<file path="src/rtl/instruction_packer.sv">
// instruction_packer: checks tokenised RV32I source lines, encodes them
// and queues each instruction with its byte PC behind a valid/ready FIFO.
module instruction_packer #(
    parameter int NUMBER_LINES = 256,
    parameter int FIFO_DEPTH   = 4,
    parameter int CHECK_RANGE  = 1,
    localparam int LW = $clog2(NUMBER_LINES),
    localparam int AW = $clog2(FIFO_DEPTH)
) (
    input  logic          clk_in,
    input  logic          rst_in,
    input  logic          tok_valid_in,
    output logic          tok_ready_out,
    input  logic [2:0]    tok_type_in,
    input  logic [31:0]   tok_data_in,
    input  logic          tok_eol_in,
    output logic          out_valid_out,
    input  logic          out_ready_in,
    output logic [31:0]   out_inst_out,
    output logic [LW+1:0] out_pc_out,
    output logic [AW:0]   fifo_count_out,
    output logic          err_out,
    output logic [2:0]    err_code_out,
    output logic [LW-1:0] err_line_out
);

    localparam logic [2:0] T_MNEM  = 3'd0;
    localparam logic [2:0] T_REG   = 3'd1;
    localparam logic [2:0] T_IMM   = 3'd2;
    localparam logic [2:0] T_OFF   = 3'd3;
    localparam logic [2:0] T_BLANK = 3'd7;

    localparam logic [AW:0] DEPTH_C = (AW+1)'(FIFO_DEPTH);
    localparam logic [LW-1:0] LAST_LINE = LW'(NUMBER_LINES - 1);

    typedef enum logic [1:0] {S_IDLE, S_OPER, S_EMIT, S_FLUSH} state_t;
    typedef enum logic [2:0] {F_R, F_I, F_S, F_B, F_U, F_J} fmt_t;

    state_t state_q, state_d;
    fmt_t   fmt_q, dec_fmt;
    logic   dec_ok;

    logic [6:0] op_q;
    logic [2:0] f3_q;
    logic [6:0] f7_q;
    logic [1:0] k_q;
    logic [4:0] r0_q, r1_q;
    logic [31:0] inst_q;
    logic [LW+1:0] pc_q;
    logic [LW-1:0] line_q;
    logic alive_q;
    logic err_q;
    logic [2:0] code_q;
    logic [LW-1:0] eline_q;

    logic [31:0] inst_mem [FIFO_DEPTH];
    logic [LW+1:0] pc_mem [FIFO_DEPTH];
    logic [AW-1:0] wr_ptr, rd_ptr;
    logic [AW:0] count_q;

    logic accept, full, push, pop;
    logic [1:0] last_k;
    logic [2:0] want;
    logic is_shift, range_ok, odd_off;
    logic [31:0] enc;
    logic signed [31:0] imm_s;

    logic err_set, mnem_ld, opnd_ld, inst_ld;
    logic [2:0] code_d;

    assign imm_s          = tok_data_in;
    assign tok_ready_out  = alive_q && (state_q != S_EMIT);
    assign accept         = tok_valid_in && tok_ready_out;
    assign full           = (count_q == DEPTH_C);
    assign out_valid_out  = (count_q != '0);
    assign push           = (state_q == S_EMIT) && (!full || out_ready_in);
    assign pop            = out_ready_in && out_valid_out;
    assign out_inst_out   = out_valid_out ? inst_mem[rd_ptr] : '0;
    assign out_pc_out     = out_valid_out ? pc_mem[rd_ptr] : '0;
    assign fifo_count_out = count_q;
    assign err_out        = err_q;
    assign err_code_out   = code_q;
    assign err_line_out   = eline_q;

    // Classify the opcode carried by an incoming MNEM token.
    always_comb begin
        dec_ok  = 1'b1;
        dec_fmt = F_R;
        case (tok_data_in[6:0])
            7'b0110011: dec_fmt = F_R;
            7'b0010011,
            7'b0000011,
            7'b1100111: dec_fmt = F_I;
            7'b0100011: dec_fmt = F_S;
            7'b1100011: dec_fmt = F_B;
            7'b0110111,
            7'b0010111: dec_fmt = F_U;
            7'b1101111: dec_fmt = F_J;
            default:    dec_ok  = 1'b0;
        endcase
    end

    // Expected operand type, range/alignment tests and final encoding.
    always_comb begin
        last_k   = (fmt_q == F_U || fmt_q == F_J) ? 2'd1 : 2'd2;
        is_shift = (fmt_q == F_I) && (op_q == 7'b0010011)
                   && (f3_q == 3'b001 || f3_q == 3'b101);
        want     = T_REG;
        if (k_q == last_k) begin
            case (fmt_q)
                F_R:      want = T_REG;
                F_B, F_J: want = T_OFF;
                default:  want = T_IMM;
            endcase
        end
        range_ok = 1'b1;
        odd_off  = 1'b0;
        case (fmt_q)
            F_I, F_S: range_ok = is_shift ? (imm_s >= 0 && imm_s <= 31)
                                          : (imm_s >= -2048 && imm_s <= 2047);
            F_B: range_ok = (imm_s >= -4096 && imm_s <= 4094);
            F_J: range_ok = (imm_s >= -1048576 && imm_s <= 1048574);
            F_U: range_ok = (imm_s >= -524288 && imm_s <= 1048575);
            default: range_ok = 1'b1;
        endcase
        if (fmt_q == F_B || fmt_q == F_J) odd_off = tok_data_in[0];
        case (fmt_q)
            F_R: enc = {f7_q, tok_data_in[4:0], r1_q, f3_q, r0_q, op_q};
            F_I: enc = {is_shift ? {f7_q, tok_data_in[4:0]} : tok_data_in[11:0],
                        r1_q, f3_q, r0_q, op_q};
            F_S: enc = {tok_data_in[11:5], r0_q, r1_q, f3_q,
                        tok_data_in[4:0], op_q};
            F_B: enc = {tok_data_in[12], tok_data_in[10:5], r1_q, r0_q, f3_q,
                        tok_data_in[4:1], tok_data_in[11], op_q};
            F_U: enc = {tok_data_in[19:0], r0_q, op_q};
            F_J: enc = {tok_data_in[20], tok_data_in[10:1], tok_data_in[11],
                        tok_data_in[19:12], r0_q, op_q};
            default: enc = '0;
        endcase
    end

    // Line parser: next state and the error/latch strobes.
    always_comb begin
        state_d = state_q;
        err_set = 1'b0;
        code_d  = 3'd0;
        mnem_ld = 1'b0;
        opnd_ld = 1'b0;
        inst_ld = 1'b0;
        unique case (state_q)
            S_IDLE: begin
                if (accept) begin
                    if (tok_type_in == T_MNEM) begin
                        if (!dec_ok) begin
                            err_set = 1'b1;
                            code_d  = 3'd1;
                        end else if (tok_eol_in) begin
                            err_set = 1'b1;
                            code_d  = 3'd3;
                        end else begin
                            mnem_ld = 1'b1;
                            state_d = S_OPER;
                        end
                    end else if (tok_type_in != T_BLANK) begin
                        err_set = 1'b1;
                        code_d  = 3'd2;
                    end
                end
            end
            S_OPER: begin
                if (accept) begin
                    if (tok_type_in != want) begin
                        err_set = 1'b1;
                        code_d  = 3'd2;
                    end else if (k_q != last_k) begin
                        if (tok_eol_in) begin
                            err_set = 1'b1;
                            code_d  = 3'd3;
                        end else begin
                            opnd_ld = 1'b1;
                        end
                    end else if (!tok_eol_in) begin
                        err_set = 1'b1;
                        code_d  = 3'd4;
                    end else if (CHECK_RANGE != 0 && !range_ok) begin
                        err_set = 1'b1;
                        code_d  = 3'd5;
                    end else if (CHECK_RANGE != 0 && odd_off) begin
                        err_set = 1'b1;
                        code_d  = 3'd6;
                    end else begin
                        inst_ld = 1'b1;
                        state_d = S_EMIT;
                    end
                end
            end
            S_EMIT: begin
                if (push) state_d = S_IDLE;
            end
            S_FLUSH: begin
                if (accept && tok_eol_in) state_d = S_IDLE;
            end
        endcase
        if (err_set) state_d = tok_eol_in ? S_IDLE : S_FLUSH;
    end

    // Parser state, latched fields, line/PC counters and error report.
    always_ff @(posedge clk_in) begin
        if (!rst_in) begin
            state_q <= S_IDLE;
            alive_q <= 1'b0;
            fmt_q   <= F_R;
            op_q    <= '0;
            f3_q    <= '0;
            f7_q    <= '0;
            k_q     <= '0;
            r0_q    <= '0;
            r1_q    <= '0;
            inst_q  <= '0;
            pc_q    <= '0;
            line_q  <= '0;
            err_q   <= 1'b0;
            code_q  <= '0;
            eline_q <= '0;
        end else begin
            state_q <= state_d;
            alive_q <= 1'b1;
            err_q   <= err_set;
            if (err_set) begin
                code_q  <= code_d;
                eline_q <= line_q;
            end
            if (mnem_ld) begin
                fmt_q <= dec_fmt;
                op_q  <= tok_data_in[6:0];
                f3_q  <= tok_data_in[9:7];
                f7_q  <= tok_data_in[16:10];
                k_q   <= '0;
            end else if (opnd_ld) begin
                if (k_q == 2'd0) r0_q <= tok_data_in[4:0];
                else             r1_q <= tok_data_in[4:0];
                k_q <= k_q + 2'd1;
            end
            if (inst_ld) inst_q <= enc;
            if (push) pc_q <= pc_q + (LW+2)'(4);
            if (accept && tok_eol_in)
                line_q <= (line_q == LAST_LINE) ? '0 : line_q + 1'b1;
        end
    end

    // Output queue storage; contents are don't-care until counted valid.
    always_ff @(posedge clk_in) begin
        if (push) begin
            inst_mem[wr_ptr] <= inst_q;
            pc_mem[wr_ptr]   <= pc_q;
        end
    end

    // Output queue pointers and occupancy.
    always_ff @(posedge clk_in) begin
        if (!rst_in) begin
            wr_ptr  <= '0;
            rd_ptr  <= '0;
            count_q <= '0;
        end else begin
            if (push) wr_ptr <= wr_ptr + 1'b1;
            if (pop)  rd_ptr <= rd_ptr + 1'b1;
            case ({push, pop})
                2'b10:   count_q <= count_q + 1'b1;
                2'b01:   count_q <= count_q - 1'b1;
                default: count_q <= count_q;
            endcase
        end
    end

endmodule

</file>
<file path="config.mk">
export PLATFORM = sky130hd
export DESIGN_NAME = instruction_packer
export DESIGN_NICKNAME = d
export VERILOG_FILES = /design/src/rtl/instruction_packer.sv
export SDC_FILE = /design/constraint.sdc
export NUM_CORES = 1
export LEC_CHECK = 0
export ABC_AREA = 1
export CAP_MARGIN = 10
export CORE_MARGIN = 10
export CORE_UTILIZATION = 52
export DETAILED_ROUTE_END_ITERATION = 6
export GPL_ROUTABILITY_DRIVEN = 0
export GPL_TIMING_DRIVEN = 0
export PLACE_DENSITY_LB_ADDON = 0.3
export SLEW_MARGIN = 5
export SYNTH_ARGS = -nofsm -noshare
export SYNTH_HDL_FRONTEND = slang
export SYNTH_SLANG_ARGS = --single-unit
</file>
<file path="constraint.sdc">
create_clock -name clk_in -period 3.2 [get_ports clk_in]
set_clock_uncertainty 0.15 [all_clocks]
set_input_delay 0.32 -clock clk_in [delete_from_list [all_inputs] [get_ports clk_in]]
set_output_delay 0.32 -clock clk_in [all_outputs]
set_load 0.05 [all_outputs]
</file>
==> results of run 1 <==
-- power breakdown --
part           total [W]  switching [W]  internal [W]
logic            0.00259        0.00195      0.000644
registers        0.00379      0.0000718       0.00371
clock network    0.00324        0.00128       0.00196
total            0.00962        0.00330       0.00632
-- timing repair --
item                                    4_1_cts  5_1_grt
gates resized for setup                      79       34
endpoints found under the setup margin       40       35
pin swaps                                     0        0
-- path summary, 6_finish.rpt --
kind         startpoint             to  slack, ps  cells past startpoint
max           flip-flop  out_pc_out[2]         90                      6
min              rst_in        alive_q        160                      1
min reg2reg     f7_q[0]        f7_q[0]        310                      2
max reg2reg    fmt_q[1]     inst_q[20]        240                     14
-- cell type report --
cell class              count  area [um^2]  share of cell area (%)
clock inverters             9        112.6                  0.8086
plain buffers              57        267.8                   1.923
repair buffers             99        973.4                   6.989
flip-flops and latches    264         6887                   49.45
clock buffers              39        825.8                   5.929
well taps                 280        350.3                   2.515
multi-input cells         811         4020                   28.87
inverters                 130        490.5                   3.522
-- Yosys cell counts, types with 4 or more instances --
library cell	instances
nor3_1	14
a22oi_1	4
clkbuf_1	47
nor2_1	263
o211a_1	8
a221oi_1	5
nand2_2	5
o221ai_1	12
a211oi_1	10
ha_1	8
nand2_1	123
edfxtp_1	160
o2111ai_1	5
a21oi_1	114
dfxtp_1	104
nand3_1	31
inv_1	125
o21ai_0	162
o211ai_1	5
-- state kept, by name, summed over array words and instances (netlist names), 2 cells and up, named ones only --
| signal | cells |
|---|---|
| err_code_out | 3 |
| rd_ptr | 2 |
| f7_q | 7 |
| pc_q | 8 |
| line_q | 8 |
| r0_q | 5 |
| state_q | 2 |
| k_q | 2 |
| wr_ptr | 2 |
| fifo_count_out | 3 |
| err_line_out | 8 |
| op_q | 7 |
| f3_q | 3 |
| inst_mem | 128 |
| fmt_q | 3 |
| pc_mem | 32 |
| r1_q | 5 |
| inst_q | 32 |
-- cells by family (layout without fill, tap and decap cells) --
family	Yosys count	in the layout	share of synthesized area, %
simple gates	462	462	16.94
compound gates	335	335	16.06
flops	264	264	59.25
buf+inv	189	334	6.448
fa+ha+maj	9	9	1.034
xor+xnor	3	3	0.2261
other cells	1	2	0.03227
-- critical path: cells and delay by family, from the launching register on --
kind	cells	cell delay, ps
compound gates	2	280
buf+inv	3	1060
flops	1	560
simple gates	1	200
-- routing by layer --
layer	track usage (%)	routed length [um]	up-vias	part of all wire [%]
li1	-	-	4552	-
met1	25.97	12100	4437	40
met2	33.65	14430	447	48
met3	3.844	2556	96	8.5
met4	8.180	1120	0	3.7
met5	0	0	-	0
-- metrics by stage --
stage | std cells | setup slack [ps]
3_3_place_gp | 1639 | -1602
4_1_cts | 1691 | 0.9519
6_report | 1689 | 91.98
5_1_grt | 1689 | 16.00
3_5_place_dp | 1643 | -157.6
2_1_floorplan | 1264 | -210.7
==> summary.txt, run 1 <==
Antenna violations before repair: 0
DP Area: 13050 um^2
Max Fanout on Critical Path: 10
First-pass GRT wire length: 47.93 mm
Status: finished, final reports clean
Period minus WS final: 3108 ps
Number of synthesized flops with an enable pin: 160
Router iterations before antenna repair: 6
Hold/Removal Path Class: in -> reg
Main area contributors after synthesis: edfxtp_1, dfxtp_1, nor2_1
Synth async-reset ratio: 0%
Most frequent cells in the layout: nor2_1, o21ai_0, edfxtp_1
Sink Count: 264
Cell taking the most area after synthesis: edfxtp_1
Vias in the first global route: 9291
Mapped Area: 11620 um^2
Final core utilization: 63.62%
Pleak: 5.187 nW
Hpwl dp: 21.21 mm
Root buf cell: clkbuf_16
Core Footprint: 21890 um^2
Slew HR: 47.75%
Total Wirelength: 30.21 mm
Synth cell types: 52
CTS Hold Bufs: 0
Clk Latency, worst-skew pair: 520 ps
Total number of vias: 9532
Seq/Total Area, Yosys: 59.25%
# Max-Cap Violations: 0
Crit Path Class: reg -> out
Input/output buffers: 95
Peak supply drop: 0.3897 mV
Fillers: 1787
Worst path slowest cell: dfxtp_1
Critical Path RT: 2730 ps
PwrDens: 690.7 nW/um^2
Via/cell ratio: 5.644
Final setup viols: 0
I/O pin total: 99
Post CTS Setup Buffer Count: 0
Nets: 1438
Synth top area share: 41.34%
Most common cell after layout, fill and taps aside: nor2_1
CTS Buffer Depth: 3
CP max stage delay: 560 ps
Avg Inst Size Synth: 9.202 um^2
Synth warn: 0
Worst Setup End Kind: output pin
Area grow syn2layout: 19.83%
Width of the die: 169.5 um
ANT cells: 0
Synth Instances: 1263
CP arrival: 2640 ps
Tcrit/Tclk final: 97.13%
Flops & latches, synth: 264
Starting density of the core: 53.09%
Top_reg_cell synth: edfxtp_1
F_max: 321.7 MHz
Std-Cell Rows: 54
Die area: 28730 um^2
Residual DRC: 0
H-tree lvl count: 1
Final hold viol count: 0
Share of layout cells above drive strength 1: 8.872%
Total CTS buffers: 26
RSZ-0062 raised after global routing: false
GRT Total Usage: 20.40%
Total grt overflow: 0
CTS clk-pin slew, worst paths: 60 ps
Slew Limit Fails: 0
CP Cell Sequence: inv_1, clkbuf_1, nor2_1, o21ai_0, a21oi_1, dlygate4sd2_1
Post-DRT Antenna Nets: 0
Die H: 169.5 um
WL/cell: 17.89 um
Setup TNS: 0 ps
Pin count of the biggest net entering global routing: 29
Worst-Margin Slew: 781.9 ps
Design area: 13930 um^2
CTS tree: built
Initial drt markers: 976
Power Total: 0.009619 W
Hold slack: 160.4 ps
Crit start category: flip-flop
(Power assumes the default switching activity.)
==> run 2: changes to the inputs <==
--- a/config.mk
+++ b/config.mk
@@ -6,11 +6,11 @@
 export NUM_CORES = 1
 export LEC_CHECK = 0
 export ABC_AREA = 1
-export CAP_MARGIN = 10
+export CAP_MARGIN = 20
 export CORE_MARGIN = 10
 export CORE_UTILIZATION = 52
 export DETAILED_ROUTE_END_ITERATION = 6
-export GPL_ROUTABILITY_DRIVEN = 0
+export GPL_ROUTABILITY_DRIVEN = 1
 export GPL_TIMING_DRIVEN = 0
 export PLACE_DENSITY_LB_ADDON = 0.3
 export SLEW_MARGIN = 5
==> summary.txt, run 2 (synthesized netlist as in run 1, its figures left out) <==
Max Fanout on Critical Path: 10 (unchanged)
Total CTS buffers: 26 (unchanged)
Final setup viols: 0 (unchanged)
Power Total: 0.009251 W (-3.8%)
Area grow syn2layout: 18.57%
Width of the die: 169.5 um (unchanged)
Total number of vias: 9306 (-2.4%)
CP Cell Sequence: inv_1, clkbuf_1, o21ai_0, a21oi_1, dlygate4sd2_1
Clk pwr share: 31.6% (-2.1 points)
Initial drt markers: 904 (-7.4%)
Hpwl dp: 21.25 mm (+0.20%)
Worst-Margin Slew: 820.6 ps (+38.79 ps)
Pin count of the biggest net entering global routing: 26 (-10%)
Critical Path RT: 2730 ps (about the same)
Crit start category: flip-flop
Sequential share of power: 40.9% (+1.5 points)
Largest regs: inst_mem (128), inst_q (32), pc_mem (32)
Peak supply drop: 0.3645 mV (-6.4%)
Die area: 28730 um^2 (unchanged)
Sink Count: 264 (unchanged)
Residual DRC: 0 (unchanged)
F_max: 324.7 MHz (+0.93%)
Final worst slack: 120.5 ps (+28.52 ps)
DP Area: 13050 um^2 (about the same)
Final hold viol count: 0 (unchanged)
Nets: 1438 (unchanged)
Clk Latency, worst-skew pair: 530 ps (about the same)
Vias in the first global route: 9016 (-3.0%)
Via/cell ratio: 5.510 (-2.4%)
I/O pin total: 99 (unchanged)
Final core utilization: 62.95% (-0.67 points)
First-pass GRT wire length: 47.44 mm (-1.0%)
# Max-Cap Violations: 0 (unchanged)
Root buf cell: clkbuf_16
GPL Wtd Cong: 0.9610
H-tree lvl count: 1 (unchanged)
NetSw: 0.003242 W (-1.7%)
Share of layout cells above drive strength 1: 8.375% (-0.50 points)
Std-Cell Rows: 54 (unchanged)
Antenna violations before repair: 0 (unchanged)
ANT cells: 0 (unchanged)
Worst reg-to-reg setup slack: 170 ps (-70 ps)
Pleak: 5.176 nW (-0.21%)
Post-DRT Antenna Nets: 0 (unchanged)
Router iterations before antenna repair: 5 (-1)
CTS Buffer Depth: 3 (unchanged)
Combinational Power Share: 27.5% (+0.5 points)
CP max stage delay: 570 ps (about the same)
Worst path slowest cell: dlygate4sd2_1
Top reg by flops: inst_mem
Status: finished, final reports clean
P_int: 0.006009 W (-4.9%)
Period minus WS final: 3080 ps (-28.52 ps)
Starting density of the core: 53.09% (unchanged)
Crit Path Class: reg -> out
Design area: 13780 um^2 (-1.1%)
WL/cell: 17.80 um (-0.47%)
Slew HR: 45.16% (-2.6 points)
CP arrival: 2610 ps (-30 ps)
Total grt overflow: 0 (unchanged)
Hold/Removal Path Class: in -> reg
Sw Ratio: 35.05% (+0.76 points)
Most common cell after layout, fill and taps aside: nor2_1
PwrDens: 671.3 nW/um^2 (-2.8%)
RSZ-0062 raised after global routing: false
Setup TNS: 0 ps (unchanged)
Most frequent cells in the layout: nor2_1, o21ai_0, edfxtp_1
GRT Total Usage: 20.43% (+0.029 points)
Core Footprint: 21890 um^2 (unchanged)
Total Wirelength: 30.07 mm (-0.47%)
Worst Setup End Kind: output pin
Dpl ws: -258.8 ps (-101.2 ps)
CTS tree: built
Max FFs per register: 128 (unchanged)
CTS clk-pin slew, worst paths: 60 ps (about the same)
Tcrit/Tclk final: 96.23% (-0.89 points)
Input/output buffers: 95 (unchanged)
Die H: 169.5 um (unchanged)
Slew Limit Fails: 0 (unchanged)
[run 2: cell count changes in the layout (fill, tap and decap cells not counted), moves of 2 or more]
cell	previous run	this run
bufinv_16	2	0
clkbuf_2	28	34
clkinv_2	1	4
clkdlybuf4s15_2	13	1
clkbuf_16	31	29
dlygate4sd2_1	9	16
[run 2: final timing paths]
check	startpoint	to	cells after the start
worst min register to register	f7_q[1]	f7_q[1]	2
worst min-delay path	rst_in	alive_q	1
worst max register to register	fmt_q[2]	inst_q[20]	14
worst max-delay path	flip-flop	out_pc_out[9]	5
[run 2: power by group through the flow]
stage / logic, W / registers [W] / clock network (W)
global placement: 0.00267 / 0.00385 / 0
CTS: 0.00258 / 0.00378 / 0.00295
floorplan: 0.00165 / 0.00394 / 0
global route: 0.00274 / 0.00380 / 0.00311
detailed placement: 0.00272 / 0.00384 / 0
finish: 0.00255 / 0.00379 / 0.00292
[run 2: area by class of cell]
type	instances	area [um^2]
Buffer	57	269.0
Clock buffer	37	769.5
Clock inverter	11	62.56
Fill cell	1787	8110
Inverter	130	490.5
Multi-Input combinational cell	811	4020
Sequential cell	264	6887
Tap cell	280	350.3
Timing Repair Buffer	99	932.1
[run 2: metal layers]
layer	track usage, %	share of wire (%)	vias up
li1	-	-	4559
met1	26.44	43	4341
met2	34.67	48	361
met3	3.983	7.7	45
met4	4.728	1.4	0
met5	0	0	-
[run 2: critical path: cells and delay by family, from the launching register on]
kind,cells,cell delay (ps)
DFF,1,460
buffers and inverters,3,1260
AOI/OAI and AO/OA,2,360
[run 2: stage by stage]
step	cells	hold slack, ps
4_1_cts	1690	118.5
3_5_place_dp	1643	298.4
6_report	1689	131.0
2_1_floorplan	1264	197.7
3_3_place_gp	1639	291.9
5_1_grt	1689	135.5
[run 2: repair_timing]
| action | CTS | global route |
|---|---|---|
| hold buffers | 0 | 0 |
| resized for setup | 52 | 52 |
| setup endpoints to repair | 40 | 53 |
| buffers inserted | 0 | 0 |
| hold endpoints to repair | 0 | 0 |
==> RTL edit: new RTL, flow settings as in run 2 <==
Set the parameter `CHECK_RANGE` to 0 (it was 1).
--- a/src/rtl/instruction_packer.sv
+++ b/src/rtl/instruction_packer.sv
@@ -5,3 +5,3 @@
     parameter int FIFO_DEPTH   = 4,
-    parameter int CHECK_RANGE  = 1,
+    parameter int CHECK_RANGE  = 0,
     localparam int LW = $clog2(NUMBER_LINES),
Check against the original RTL: not equivalent (a bounded check fails within 10 cycles, from zero or initial values and one cycle with rst_in low).
==> RTL edit against run 2 <==
- routed wire length fell by 4.7%
- setup slack got worse by 0.049 ns
- die area fell by 3.4%
- fmax fell by 1.6%
- cell area fell by 2.1%
- sequential share of layout area rose by 1.1 points
- synthesized area fell by 3.9%
- clock power rose by 17%
- power rose by 8.8%
- sequential cell count did not move
- critical path type unchanged
- largest cell class unchanged
- largest power group unchanged
- highest routed layer unchanged
==> RTL edit: results (changes against run 2) <==
stage,metric,value,unit,change
pwr,ir_drop,0.379,mV,was 0.365 mV
routing,firstDrtPassIters,6,,was 5
global_routing,grt_pass1_wl,45700,um,was 47400 um
synth,seq_area_frac_synth,61.7,%,was 59.3%
global_routing,use_met1,26.3,%,was 26.4%
global_routing,grt_max_degree,31,,was 26
synth,yosys-top-cells-count,"nor2_1 (219), edfxtp_1 (160), o21ai_0 (140)",,"was nor2_1 (263), o21ai_0 (162), edfxtp_1 (160)"
routing,wl_met3,2190,um,was 2330 um
routing,met2_length,13600,um,was 14500 um
routing,drt_iter0_markers,804,,was 904
synth,post_synth_fa_ha_maj_area_fraction,1.52,%,was 1.03%
global_routing,grt_pass1_vias,8555,,was 9016
global_routing,grt_util_all_layers,20.0,%,was 20.4%
routing,route.layer.met1.wl,12100,um,was 12800 um
global_routing,use_met2,33.0,%,was 34.7%
layout,layout-drive-gt1-share,11.9,%,was 8.37%
sta,period_minus_slack,3.13,ns,was 3.08 ns
synth,syn-instance-count,1164,,was 1263
routing,post_drt_via_cell_ratio,5.52,,was 5.51
placed_design,routabilityCongestion,0.940,,was 0.961
status,status,"complete, no violations",,unchanged
setup_path,reg2reg_slack,0.43,ns,was 0.17 ns
clock_tree,cts_buffers,27,,was 26
synth,yosys.area_share.xor_xnor,0.157,%,was 0.226%
setup_path,r2r_end,fifo_count_out[2]$_SDFFE_PN0P_,,was inst_q[20]$_SDFFE_PN0P_
setup_path,worstRegToRegCells,11,,was 14
placed_design,dpl.cell_count,1529,,was 1643
placed_design,placed_cell_area,12500,sq um,was 13100 sq um
-- RTL edit: cell count changes after synthesis, moves of 5 or more --
cell	change
o21ai_0	-22
a211oi_1	-8
o221ai_1	-6
nand2_1	+8
inv_2	+6
nor2_1	-44
a22oi_1	+5
nand3_1	-12
o211a_1	-8
o21ai_1	+7
a21oi_1	+15
inv_1	-41
-- RTL edit: area by class of cell --
cell class | count | area (sq um)
multi-input combinational | 746 | 3680
clock inverter | 8 | 131
timing repair buffer | 89 | 930
inverter | 96 | 370
clock buffer | 41 | 878
buffer | 57 | 274
sequential | 264 | 6890
tap | 275 | 344
fill | 1673 | 7600
-- RTL edit: what timing repair did --
item	CTS	global route
setup endpoints to repair	40	31
hold buffers	0	0
resized for setup	113	16
-- RTL edit: report_power, final --
part | internal (mW) | leakage, nW | switching [mW]
Sequential | 3.68 | 2.44 | 0.0760
Combinational | 0.738 | 1.95 | 2.15
Clock | 2.14 | 0.496 | 1.28
Total | 6.56 | 4.88 | 3.51
